<file path="config.mk">
export PLATFORM = sky130hd
export DESIGN_NAME = alu_md_controller
export DESIGN_NICKNAME = d
export VERILOG_FILES = /design/src/rtl/alu_ctrl_pkg.sv /design/src/rtl/alu_op_decode.sv /design/src/rtl/alu_md_controller.sv
export SDC_FILE = /design/constraint.sdc
export NUM_CORES = 1
export LEC_CHECK = 0
export CELL_PAD_IN_SITES_DETAIL_PLACEMENT = 1
export CELL_PAD_IN_SITES_GLOBAL_PLACEMENT = 2
export CORE_MARGIN = 3
export CORE_UTILIZATION = 28
export DETAILED_ROUTE_END_ITERATION = 10
export GPL_ROUTABILITY_DRIVEN = 0
export GPL_TIMING_DRIVEN = 0
export HOLD_SLACK_MARGIN = 0.08
export PLACE_DENSITY_LB_ADDON = 0.08
export SLEW_MARGIN = 10
export SYNTH_ARGS = -nofsm -noshare
export SYNTH_HDL_FRONTEND = slang
export SYNTH_SLANG_ARGS = --single-unit
</file>
<file path="constraint.sdc">
create_clock -name clk -period 4.5 [get_ports clk]
set_clock_uncertainty 0.05 [all_clocks]
set_input_delay 0.45 -clock clk [delete_from_list [all_inputs] [get_ports clk]]
set_output_delay 0.45 -clock clk [all_outputs]
set_load 0.01 [all_outputs]
</file>
<file path="src/rtl/alu_ctrl_pkg.sv">
`default_nettype none
// ============================================================================
// Module      : alu_ctrl_pkg
// Description : Shared op codes, ALUOp/Funct7 encodings and M-sequencer states
//               for the EX-stage ALU control.
// Revision    : 1.0 - initial release
// ============================================================================
package alu_ctrl_pkg;

    localparam int c_OP_W = 5;
    typedef logic [c_OP_W-1:0] op_t;

    localparam op_t c_OP_AND     = 5'b00000;
    localparam op_t c_OP_OR      = 5'b00001;
    localparam op_t c_OP_ADD     = 5'b00010;
    localparam op_t c_OP_XOR     = 5'b00011;
    localparam op_t c_OP_SLL     = 5'b00100;
    localparam op_t c_OP_SRL     = 5'b00101;
    localparam op_t c_OP_SUB     = 5'b00110;
    localparam op_t c_OP_SLT     = 5'b00111;
    localparam op_t c_OP_SLTU    = 5'b01000;
    localparam op_t c_OP_SRA     = 5'b01001;
    localparam op_t c_OP_INVALID = 5'b01111;
    // M ops are 1_0_{Funct3}; only the base of that range is named
    localparam op_t c_OP_MUL     = 5'b10000;

    localparam logic [1:0] c_ALUOP_LDST   = 2'b00;
    localparam logic [1:0] c_ALUOP_BRANCH = 2'b01;
    localparam logic [1:0] c_ALUOP_RTYPE  = 2'b10;
    localparam logic [1:0] c_ALUOP_ITYPE  = 2'b11;

    localparam logic [6:0] c_F7_BASE   = 7'b0000000;
    localparam logic [6:0] c_F7_ALT    = 7'b0100000;
    localparam logic [6:0] c_F7_MULDIV = 7'b0000001;

    typedef enum logic [1:0] {
        S_IDLE = 2'd0,
        S_BUSY = 2'd1,
        S_DONE = 2'd2
    } md_state_t;

endpackage
`default_nettype wire

</file>
<file path="src/rtl/alu_op_decode.sv">
`default_nettype none
// ============================================================================
// Module      : alu_op_decode
// Description : Combinational ALUOp/Funct7/Funct3 to operation code decode.
// Revision    : 1.0 - initial release
// ============================================================================
module alu_op_decode
    import alu_ctrl_pkg::*;
#(
    parameter bit ENABLE_M = 1'b1
) (
    input  logic [1:0]        ALUOp,
    input  logic [6:0]        Funct7,
    input  logic [2:0]        Funct3,
    output logic [c_OP_W-1:0] Operation
);

    always_comb begin
        Operation = c_OP_INVALID;
        unique case (ALUOp)
            c_ALUOP_LDST:   Operation = c_OP_ADD;
            c_ALUOP_BRANCH: Operation = c_OP_SUB;
            c_ALUOP_RTYPE: begin
                if (ENABLE_M && (Funct7 == c_F7_MULDIV)) begin
                    Operation = {c_OP_MUL[4:3], Funct3};
                end else begin
                    case ({Funct7, Funct3})
                        {c_F7_BASE, 3'b000}: Operation = c_OP_ADD;
                        {c_F7_ALT,  3'b000}: Operation = c_OP_SUB;
                        {c_F7_BASE, 3'b001}: Operation = c_OP_SLL;
                        {c_F7_BASE, 3'b010}: Operation = c_OP_SLT;
                        {c_F7_BASE, 3'b011}: Operation = c_OP_SLTU;
                        {c_F7_BASE, 3'b100}: Operation = c_OP_XOR;
                        {c_F7_BASE, 3'b101}: Operation = c_OP_SRL;
                        {c_F7_ALT,  3'b101}: Operation = c_OP_SRA;
                        {c_F7_BASE, 3'b110}: Operation = c_OP_OR;
                        {c_F7_BASE, 3'b111}: Operation = c_OP_AND;
                        default:             Operation = c_OP_INVALID;
                    endcase
                end
            end
            c_ALUOP_ITYPE: begin
                // Funct7 only qualifies the shift-immediate forms
                case (Funct3)
                    3'b000: Operation = c_OP_ADD;
                    3'b001: Operation = (Funct7 == c_F7_BASE) ? c_OP_SLL : c_OP_INVALID;
                    3'b010: Operation = c_OP_SLT;
                    3'b011: Operation = c_OP_SLTU;
                    3'b100: Operation = c_OP_XOR;
                    3'b101: begin
                        if (Funct7 == c_F7_BASE)     Operation = c_OP_SRL;
                        else if (Funct7 == c_F7_ALT) Operation = c_OP_SRA;
                        else                         Operation = c_OP_INVALID;
                    end
                    3'b110: Operation = c_OP_OR;
                    default: Operation = c_OP_AND;
                endcase
            end
            default: Operation = c_OP_INVALID;
        endcase
    end

endmodule
`default_nettype wire

</file>
<file path="src/rtl/alu_md_controller.sv">
`default_nettype none
// ============================================================================
// Module      : alu_md_controller
// Description : EX-stage ALU control with multi-cycle multiply/divide sequencer.
// Revision    : 1.0 - initial release
// ============================================================================
module alu_md_controller
    import alu_ctrl_pkg::*;
#(
    parameter bit          ENABLE_M = 1'b1,
    parameter int unsigned MUL_LAT  = 4,
    parameter int unsigned DIV_LAT  = 33
) (
    input  logic              clk,
    input  logic              reset,
    input  logic              valid_i,
    input  logic              flush_i,
    input  logic [1:0]        ALUOp,
    input  logic [6:0]        Funct7,
    input  logic [2:0]        Funct3,
    output logic [c_OP_W-1:0] Operation,
    output logic              illegal,
    output logic              md_start,
    output logic              md_busy,
    output logic              md_done,
    output logic              stall
);

    md_state_t  r_state;
    md_state_t  w_state_nxt;
    logic [7:0] r_cnt;
    logic [7:0] w_cnt_nxt;
    logic [7:0] w_lat;
    logic       w_is_md;

    alu_op_decode #(
        .ENABLE_M (ENABLE_M)
    ) u_decode (
        .ALUOp     (ALUOp),
        .Funct7    (Funct7),
        .Funct3    (Funct3),
        .Operation (Operation)
    );

    assign w_is_md = Operation[4];
    assign w_lat   = Funct3[2] ? 8'(DIV_LAT) : 8'(MUL_LAT);
    assign illegal = valid_i && (Operation == c_OP_INVALID);
    assign md_busy = (r_state == S_BUSY);
    assign md_done = (r_state == S_DONE);

    always_comb begin
        w_state_nxt = r_state;
        w_cnt_nxt   = r_cnt;
        md_start    = 1'b0;
        stall       = 1'b0;
        case (r_state)
            S_IDLE: begin
                if (valid_i && w_is_md && !flush_i) begin
                    md_start    = 1'b1;
                    stall       = 1'b1;
                    w_cnt_nxt   = w_lat - 8'd1;
                    w_state_nxt = S_BUSY;
                end
            end
            S_BUSY: begin
                stall = 1'b1;
                // flush beats the final count so a killed op never reports done
                if (flush_i) begin
                    w_cnt_nxt   = 8'd0;
                    w_state_nxt = S_IDLE;
                end else if (r_cnt == 8'd0) begin
                    w_state_nxt = S_DONE;
                end else begin
                    w_cnt_nxt = r_cnt - 8'd1;
                end
            end
            S_DONE: begin
                w_state_nxt = S_IDLE;
                if (flush_i) begin
                    w_cnt_nxt = 8'd0;
                end
            end
            default: begin
                w_cnt_nxt   = 8'd0;
                w_state_nxt = S_IDLE;
            end
        endcase
    end

    always_ff @(posedge clk) begin
        if (reset) begin
            r_state <= S_IDLE;
            r_cnt   <= 8'd0;
        end else begin
            r_state <= w_state_nxt;
            r_cnt   <= w_cnt_nxt;
        end
    end

endmodule
`default_nettype wire

</file>
==> summary.txt, run 1 <==
Yosys
  • Syn Inst Count: 121
  • Prevailing post-synth register cell: dfxtp_1
  • Synth top area cells: dfxtp_1 21%, nor2_1 4.8%, xor2_1 4.6%
  • Post-synth EDFFs: 0
  • Fraction of post-synthesis cell area in the top cell type by area: 21.25%
  • YS warnings: 0
  • Sequential area share after synthesis: 21.25%
  • Mapped Area: between 900 and 1000 um^2
  • Synth area leader: dfxtp_1
  • Yosys cell types: 45
  • Syn nets: 139
  • Async SR Flop Fraction: 0%
  • Avg Cell Area, Syn: slightly below 8 um^2
  • Seq cells post-synth: 10

Route
  • Routed WL: 2743 um
  • Pre-antenna DRT Iters: 4
  • First DRT Iteration DRCs: 28
  • DR vias/cell: 5.349
  • Via count: a little over 1000
  • Detail Route Antenna Nets: 0
  • DRC viols: 0
  • Drt wl/cell: around 15 um

Global routing
  • First-pass GRT wire length: between 4000 and 5000 um
  • Number of global-route vias before repair: approximately 1000
  • GR Layer Usage met1: a little over a fifth
  • Initial antenna violation count: 0
  • Most Crowded Layer GR: met1
  • Met3 Usage GRT: around 5.1%
  • GRT Total Usage: between 10% and 20%
  • Pin count of the biggest net entering global routing: 11
  • Grt ovf: 0
  • Met2 usage: 19.48%

CTS
  • Hold_buf cts: 0
  • Post-CTS resize count: 0
  • CTS tree: built
  • CTS sink count: 10
  • H-tree Lvls: 1
  • Worst skew pair latency: 0.27 ns
  • Setup bufs post-CTS: 0
  • CTS Buf Count: 3
  • Clock transition at path regs: 0.07 ns
  • CTS root buf: clkbuf_4
  • Clock buffer depth: 2

Pwr
  • PD cells: 179.1 nW/um^2
  • Cell leakage power: approximately 0.43 nW
  • Peak VDD IR: 0.0001124 V

STA
  • RSZ-0062 raised after global routing: false
  • Slew @ Worst Pin: approximately 0.53 ns
  • Final setup violation count: 0
  • Setup TNS: 0 ns
  • Slew headroom: around 64%
  • Final period util: 74.63%
  • Final min period: 3.359 ns
  • Final hold vios: 0
  • Fin. max-slew vios: 0
  • Fmax achieved: around 300 MHz
  • Worst hold margin: 0.4847 ns

Setup path
  • WP data required: 4.00 ns
  • Setup Crit Path Kind: in -> out
  • Crit start category: primary input
  • CP endpoint kind: output port
  • Crit-path max FO: 9
  • Crit path DAT: around 2.9 ns

Die
  • Initial core utilization: 30.12%
  • Die height: 64.01 um
  • IO Pins: 26
  • FP Rows: 20
  • Width of the chip: 64.01 um
  • Die area: 4097 um^2
  • Core area: 3128 um^2

Placed design
  • Port bufs: 20
  • Post-DP HPWL: 2150 um

Layout
  • Share of cells above drive strength 1: 13.10%
  • Final net count: approximately 160
  • Ant diodes: 0
  • Layout area overhead: 30.94%

Run
  • Maxcap violations: 0

Worst hold path
  • HP Class: reg -> reg

Outcome
  • Status: finished, final reports clean
==> stage by stage <==
step           setup slack [ns]  util [%]  cells  cell area [um^2]  power [mW]
6_report                  1.142     39.44    189              1234      0.2209
3_3_place_gp              1.158     38.28    185              1197      0.1386
4_1_cts                   1.100     39.44    189              1234      0.2234
2_1_floorplan             2.147         -    121             942.2      0.1173
3_5_place_dp              1.106     38.28    185              1197      0.1392
5_1_grt                   1.014     39.44    189              1234      0.2366
==> layer usage <==
metal	vias to the layer above	share of wire (%)
li1	496	-
met1	481	52
met2	30	41
met3	4	6.6
met4	0	0.55
met5	-	0
==> path summary, 6_finish.rpt <==
check | from | end | slack, ns | depth (start not counted)
max reg2reg | r_cnt[0] | r_cnt[4] | 2.43 | 7
min reg2reg | r_cnt[7] | r_cnt[7] | 0.48 | 2
min | r_cnt[7] | r_cnt[7] | 0.48 | 2
max | Funct7[1] | illegal | 1.14 | 7
==> flip-flops by register name, summed over array words and instances, names as in the netlist <==
signal / flops
r_cnt: 8
r_state: 2
==> cell usage after synthesis (all sizes together), types with 4 or more instances <==
cell,n
a21oi,7
clkbuf,6
dfxtp,10
inv,9
nand2,7
nand2b,4
nor2,12
nor2b,4
o211ai,4
o21ai,4
or2,4
or3,4
xor2,5
==> logic make-up after synthesis <==
logic type | Yosys count | synth area share (%)
AO/OA/AOI/OAI | 32 | 26.03
XOR/XNOR | 5 | 4.648
adder cells (fa/ha/maj) | 3 | 3.718
buffers and inverters | 18 | 7.702
flip-flops | 10 | 21.25
AND/OR/NAND/NOR | 53 | 36.65
==> cell usage in the layout, fill, tap and decap left out, types with 2 or more instances in the layout <==
cell | netlist | layout
clkdlybuf4s50_1 | 0 | 20
nor2_1 | 12 | 12
dfxtp_1 | 10 | 10
inv_1 | 9 | 9
nand2_1 | 7 | 7
a21oi_1 | 6 | 6
clkbuf_1 | 5 | 5
xor2_1 | 5 | 5
nor2b_1 | 4 | 4
nand2b_1 | 4 | 4
o211ai_1 | 4 | 4
buf_2 | 3 | 3
o41ai_1 | 3 | 3
nor3_1 | 3 | 3
o21ai_0 | 3 | 3
or3_1 | 3 | 3
clkbuf_4 | 0 | 3
nand3_1 | 2 | 2
or2_2 | 2 | 2
or2_1 | 2 | 2
nand3b_1 | 2 | 2
o2111ai_1 | 2 | 2
nor4_2 | 2 | 2
nor3b_1 | 2 | 2
a31oi_1 | 2 | 2
nor4b_1 | 2 | 2
ha_1 | 2 | 2
==> power breakdown <==
| group | leakage [nW] | internal (mW) | switching (mW) | total (mW) |
|---|---|---|---|---|
| Combinational | 0.327 | 0.0242 | 0.0242 | 0.0484 |
| Clock | 0.0210 | 0.0492 | 0.0347 | 0.0839 |
| Sequential | 0.0805 | 0.0885 | 0.0000767 | 0.0885 |
| Total | 0.428 | 0.162 | 0.0590 | 0.221 |
==> final cells by class <==
type / instances / area (um^2)
plain buffers: 9 / 38.79
clock buffers: 4 / 36.28
fillers: 388 / 1894
inverters: 9 / 33.78
multi-input cells: 93 / 669.4
flip-flops and latches: 10 / 200.2
well taps: 44 / 55.05
repair buffers: 20 / 200.2
==> critical path: stages <==
cell             delay (ns)
clkdlybuf4s50_1        0.40
or3_4                  0.40
or2_1                  0.22
buf_2                  0.17
o41ai_1                0.47
and4b_1                0.26
clkdlybuf4s50_1        0.48
Power figures use the tool's default switching activity.
==> run 2, diff against run 1 <==
--- a/config.mk
+++ b/config.mk
@@ -8,7 +8,7 @@
 export CELL_PAD_IN_SITES_DETAIL_PLACEMENT = 1
 export CELL_PAD_IN_SITES_GLOBAL_PLACEMENT = 2
 export CORE_MARGIN = 3
-export CORE_UTILIZATION = 28
+export CORE_UTILIZATION = 26
 export DETAILED_ROUTE_END_ITERATION = 10
 export GPL_ROUTABILITY_DRIVEN = 0
 export GPL_TIMING_DRIVEN = 0
==> constraint.sdc (replaced) <==
create_clock -name clk -period 3.5 [get_ports clk]
set_clock_uncertainty 0.05 [all_clocks]
set_input_delay 0.35 -clock clk [delete_from_list [all_inputs] [get_ports clk]]
set_output_delay 0.35 -clock clk [all_outputs]
set_load 0.01 [all_outputs]
==> summary.txt, run 2 (same netlist as run 1, synthesis figures left out) <==
Outcome
  • Status: finished, final reports clean

Die
  • FP Rows: 21 (+5.0%)
  • Core area: 3416 um^2 (+9.2%)
  • IO Pins: 26 (unchanged)
  • Die height: 66.20 um (+3.4%)
  • Initial core utilization: 27.58% (-2.5 points)
  • Width of the chip: 66.20 um (+3.4%)
  • Die area: 4382 um^2 (+7.0%)

Layout
  • Area occupied by registers: 200.2 um^2 (unchanged)
  • Filler cells: 443 (+14%)
  • Final net count: 164 (unchanged)
  • Largest regs: r_cnt (8), r_state (2)
  • Most frequent cells in the layout: 20 x clkdlybuf4s50_1, 12 x nor2_1, 10 x dfxtp_1
  • Share of cells above drive strength 1: 12.50% (-0.60 points)
  • Commonest non-fill, non-tap cell in the layout: clkdlybuf4s50_1
  • Final core utilization: 35.79% (-3.7 points)
  • Ant diodes: 0 (unchanged)
  • Number of flip-flops in the largest register: 8 (unchanged)
  • Area of the multi-input gates: 669.4 um^2 (unchanged)
  • Most flops, register: r_cnt
  • Final Instance Count excl. Fillers: 190 (+0.53%)
  • Post-route cell area: 1222 um^2 (-0.91%)
  • Layout area overhead: 29.75%

Setup path
  • Reg2Reg Setup Slack: 1.46 ns (-0.97 ns)
  • Slowest library cell on the worst path: o41ai_1
  • CP peak stage delay: 0.50 ns (+0.02 ns)
  • Crit-path leading delay family: buffers and inverters
  • Crit-path max FO: 9 (unchanged)
  • WP depth: 7 (unchanged)
  • Crit start category: primary input
  • Setup Crit Path Kind: in -> out
  • CP bufs+invs: 3 (unchanged)
  • CP endpoint kind: output port
  • Crit path DAT: 2.79 ns (-0.07 ns)
  • Register-to-Register Path Depth: 7 (unchanged)
  • Most frequent CP cell: clkdlybuf4s50_1
  • Cell chain of the critical path: clkdlybuf4s50_1 > or3_4 > or2_1 > buf_2 > o41ai_1 > and4b_1 > clkdlybuf4s50_1
  • WP data required: 3.10 ns (-0.90 ns)

Route
  • Routed WL: 2728 um (-0.55%)
  • DR vias/cell: 5.195 (-2.9%)
  • Detail Route Antenna Nets: 0 (unchanged)
  • Pre-antenna DRT Iters: 4 (unchanged)
  • First DRT Iteration DRCs: 28 (unchanged)
  • Drt wl/cell: 14.36 um (-1.1%)
  • Via count: 987 (-2.4%)
  • DRC viols: 0 (unchanged)

STA
  • Slew @ Worst Pin: 0.6135 ns (+0.07873 ns)
  • Final period util: 91.03%
  • Fmax achieved: 313.9 MHz
  • Setup TNS: 0 ns (unchanged)
  • Final min period: 3.186 ns
  • Slew headroom: 58.76% (-5.3 points)
  • RSZ-0062 raised after global routing: false
  • Final hold vios: 0 (unchanged)
  • Fin. max-slew vios: 0 (unchanged)
  • Final setup violation count: 0 (unchanged)

Global routing
  • First-pass GRT wire length: 5009 um (+5.8%)
  • Grt ovf: 0 (unchanged)
  • Pin count of the biggest net entering global routing: 11 (unchanged)
  • Number of global-route vias before repair: 1025 (+4.5%)
  • GRT Total Usage: 14.49% (+0.096 points)
  • Initial antenna violation count: 0 (unchanged)

CTS
  • Clock transition at path regs: 0.07 ns (about the same)
  • Clock buffer depth: 2 (unchanged)
  • CTS root buf: clkbuf_4
  • CTS sink count: 10 (unchanged)
  • Post-CTS resize count: 0 (unchanged)
  • H-tree Lvls: 1 (unchanged)
  • Setup bufs post-CTS: 0 (unchanged)
  • CTS tree: built
  • Hold_buf cts: 0 (unchanged)
  • Worst skew pair latency: 0.26 ns (about the same)
  • CTS Buf Count: 3 (unchanged)

Pwr
  • Cell leakage power: 0.4209 nW (-1.7%)
  • PD cells: 208.4 nW/um^2 (+16%)
  • Peak VDD IR: 0.00007997 V (-29%)

Worst hold path
  • HP Class: reg -> reg
  • WHS Path Cells: 2 (unchanged)

Placed design
  • DP Cell Count: 187 (+1.1%)
  • Port bufs: 20 (unchanged)
  • Placed inst area: 1200 um^2 (+0.21%)
  • Post-DP HPWL: 2152 um (about the same)

Run
  • Maxcap violations: 0 (unchanged)
run 2: cell count changes in the layout (fill, tap and decap cells not counted), sizes merged:
cell	previous run	this run
clkbuf	10	9
run 2: routing by layer:
layer | vias up | part of all wire, % | GRT usage, %
li1 | 497 | - | -
met1 | 463 | 53 | 21.08
met2 | 25 | 41 | 21.19
met3 | 2 | 5.7 | 3.741
met4 | 0 | 0.70 | 3.046
met5 | - | 0 | 0
run 2: area by class of cell:
class,instances,share of cell area [%]
sequential,10,16.38
clock buffer,3,1.842
tap,46,4.708
buffer,9,3.173
timing repair buffer,20,16.38
multi-input combinational,93,54.76
inverter,9,2.764
run 2: worst reg2reg max path: stages, from the launching register on:
cell	delay, ns
dfxtp_1	0.40
inv_1	0.11
ha_1	0.20
nor3b_1	0.18
a32oi_2	0.35
o21ai_2	0.17
or3_1	0.39
a21oi_2	0.14
run 2: path summary, 6_finish.rpt:
check,end,start
max,illegal,Funct7[1]
min,r_cnt[7],r_cnt[7]
max reg2reg,r_cnt[4],r_cnt[0]
min reg2reg,r_cnt[7],r_cnt[7]
run 2: where the power goes:
part | switching (mW) | internal (mW) | total, mW
sequential | 0.0000923 | 0.114 | 0.114
combinational | 0.0315 | 0.0311 | 0.0626
clock | 0.0385 | 0.0397 | 0.0782
total | 0.0702 | 0.185 | 0.255
run 2: stage by stage:
stage | power [mW] | setup slack (ns) | hold slack [ns]
2_1_floorplan | 0.1509 | 1.347 | 0.3691
3_3_place_gp | 0.1784 | 0.3413 | 0.4516
3_5_place_dp | 0.1791 | 0.3430 | 0.4595
4_1_cts | 0.2593 | 0.3194 | 0.4778
5_1_grt | 0.2725 | 0.1435 | 0.5154
6_report | 0.2548 | 0.3141 | 0.4733
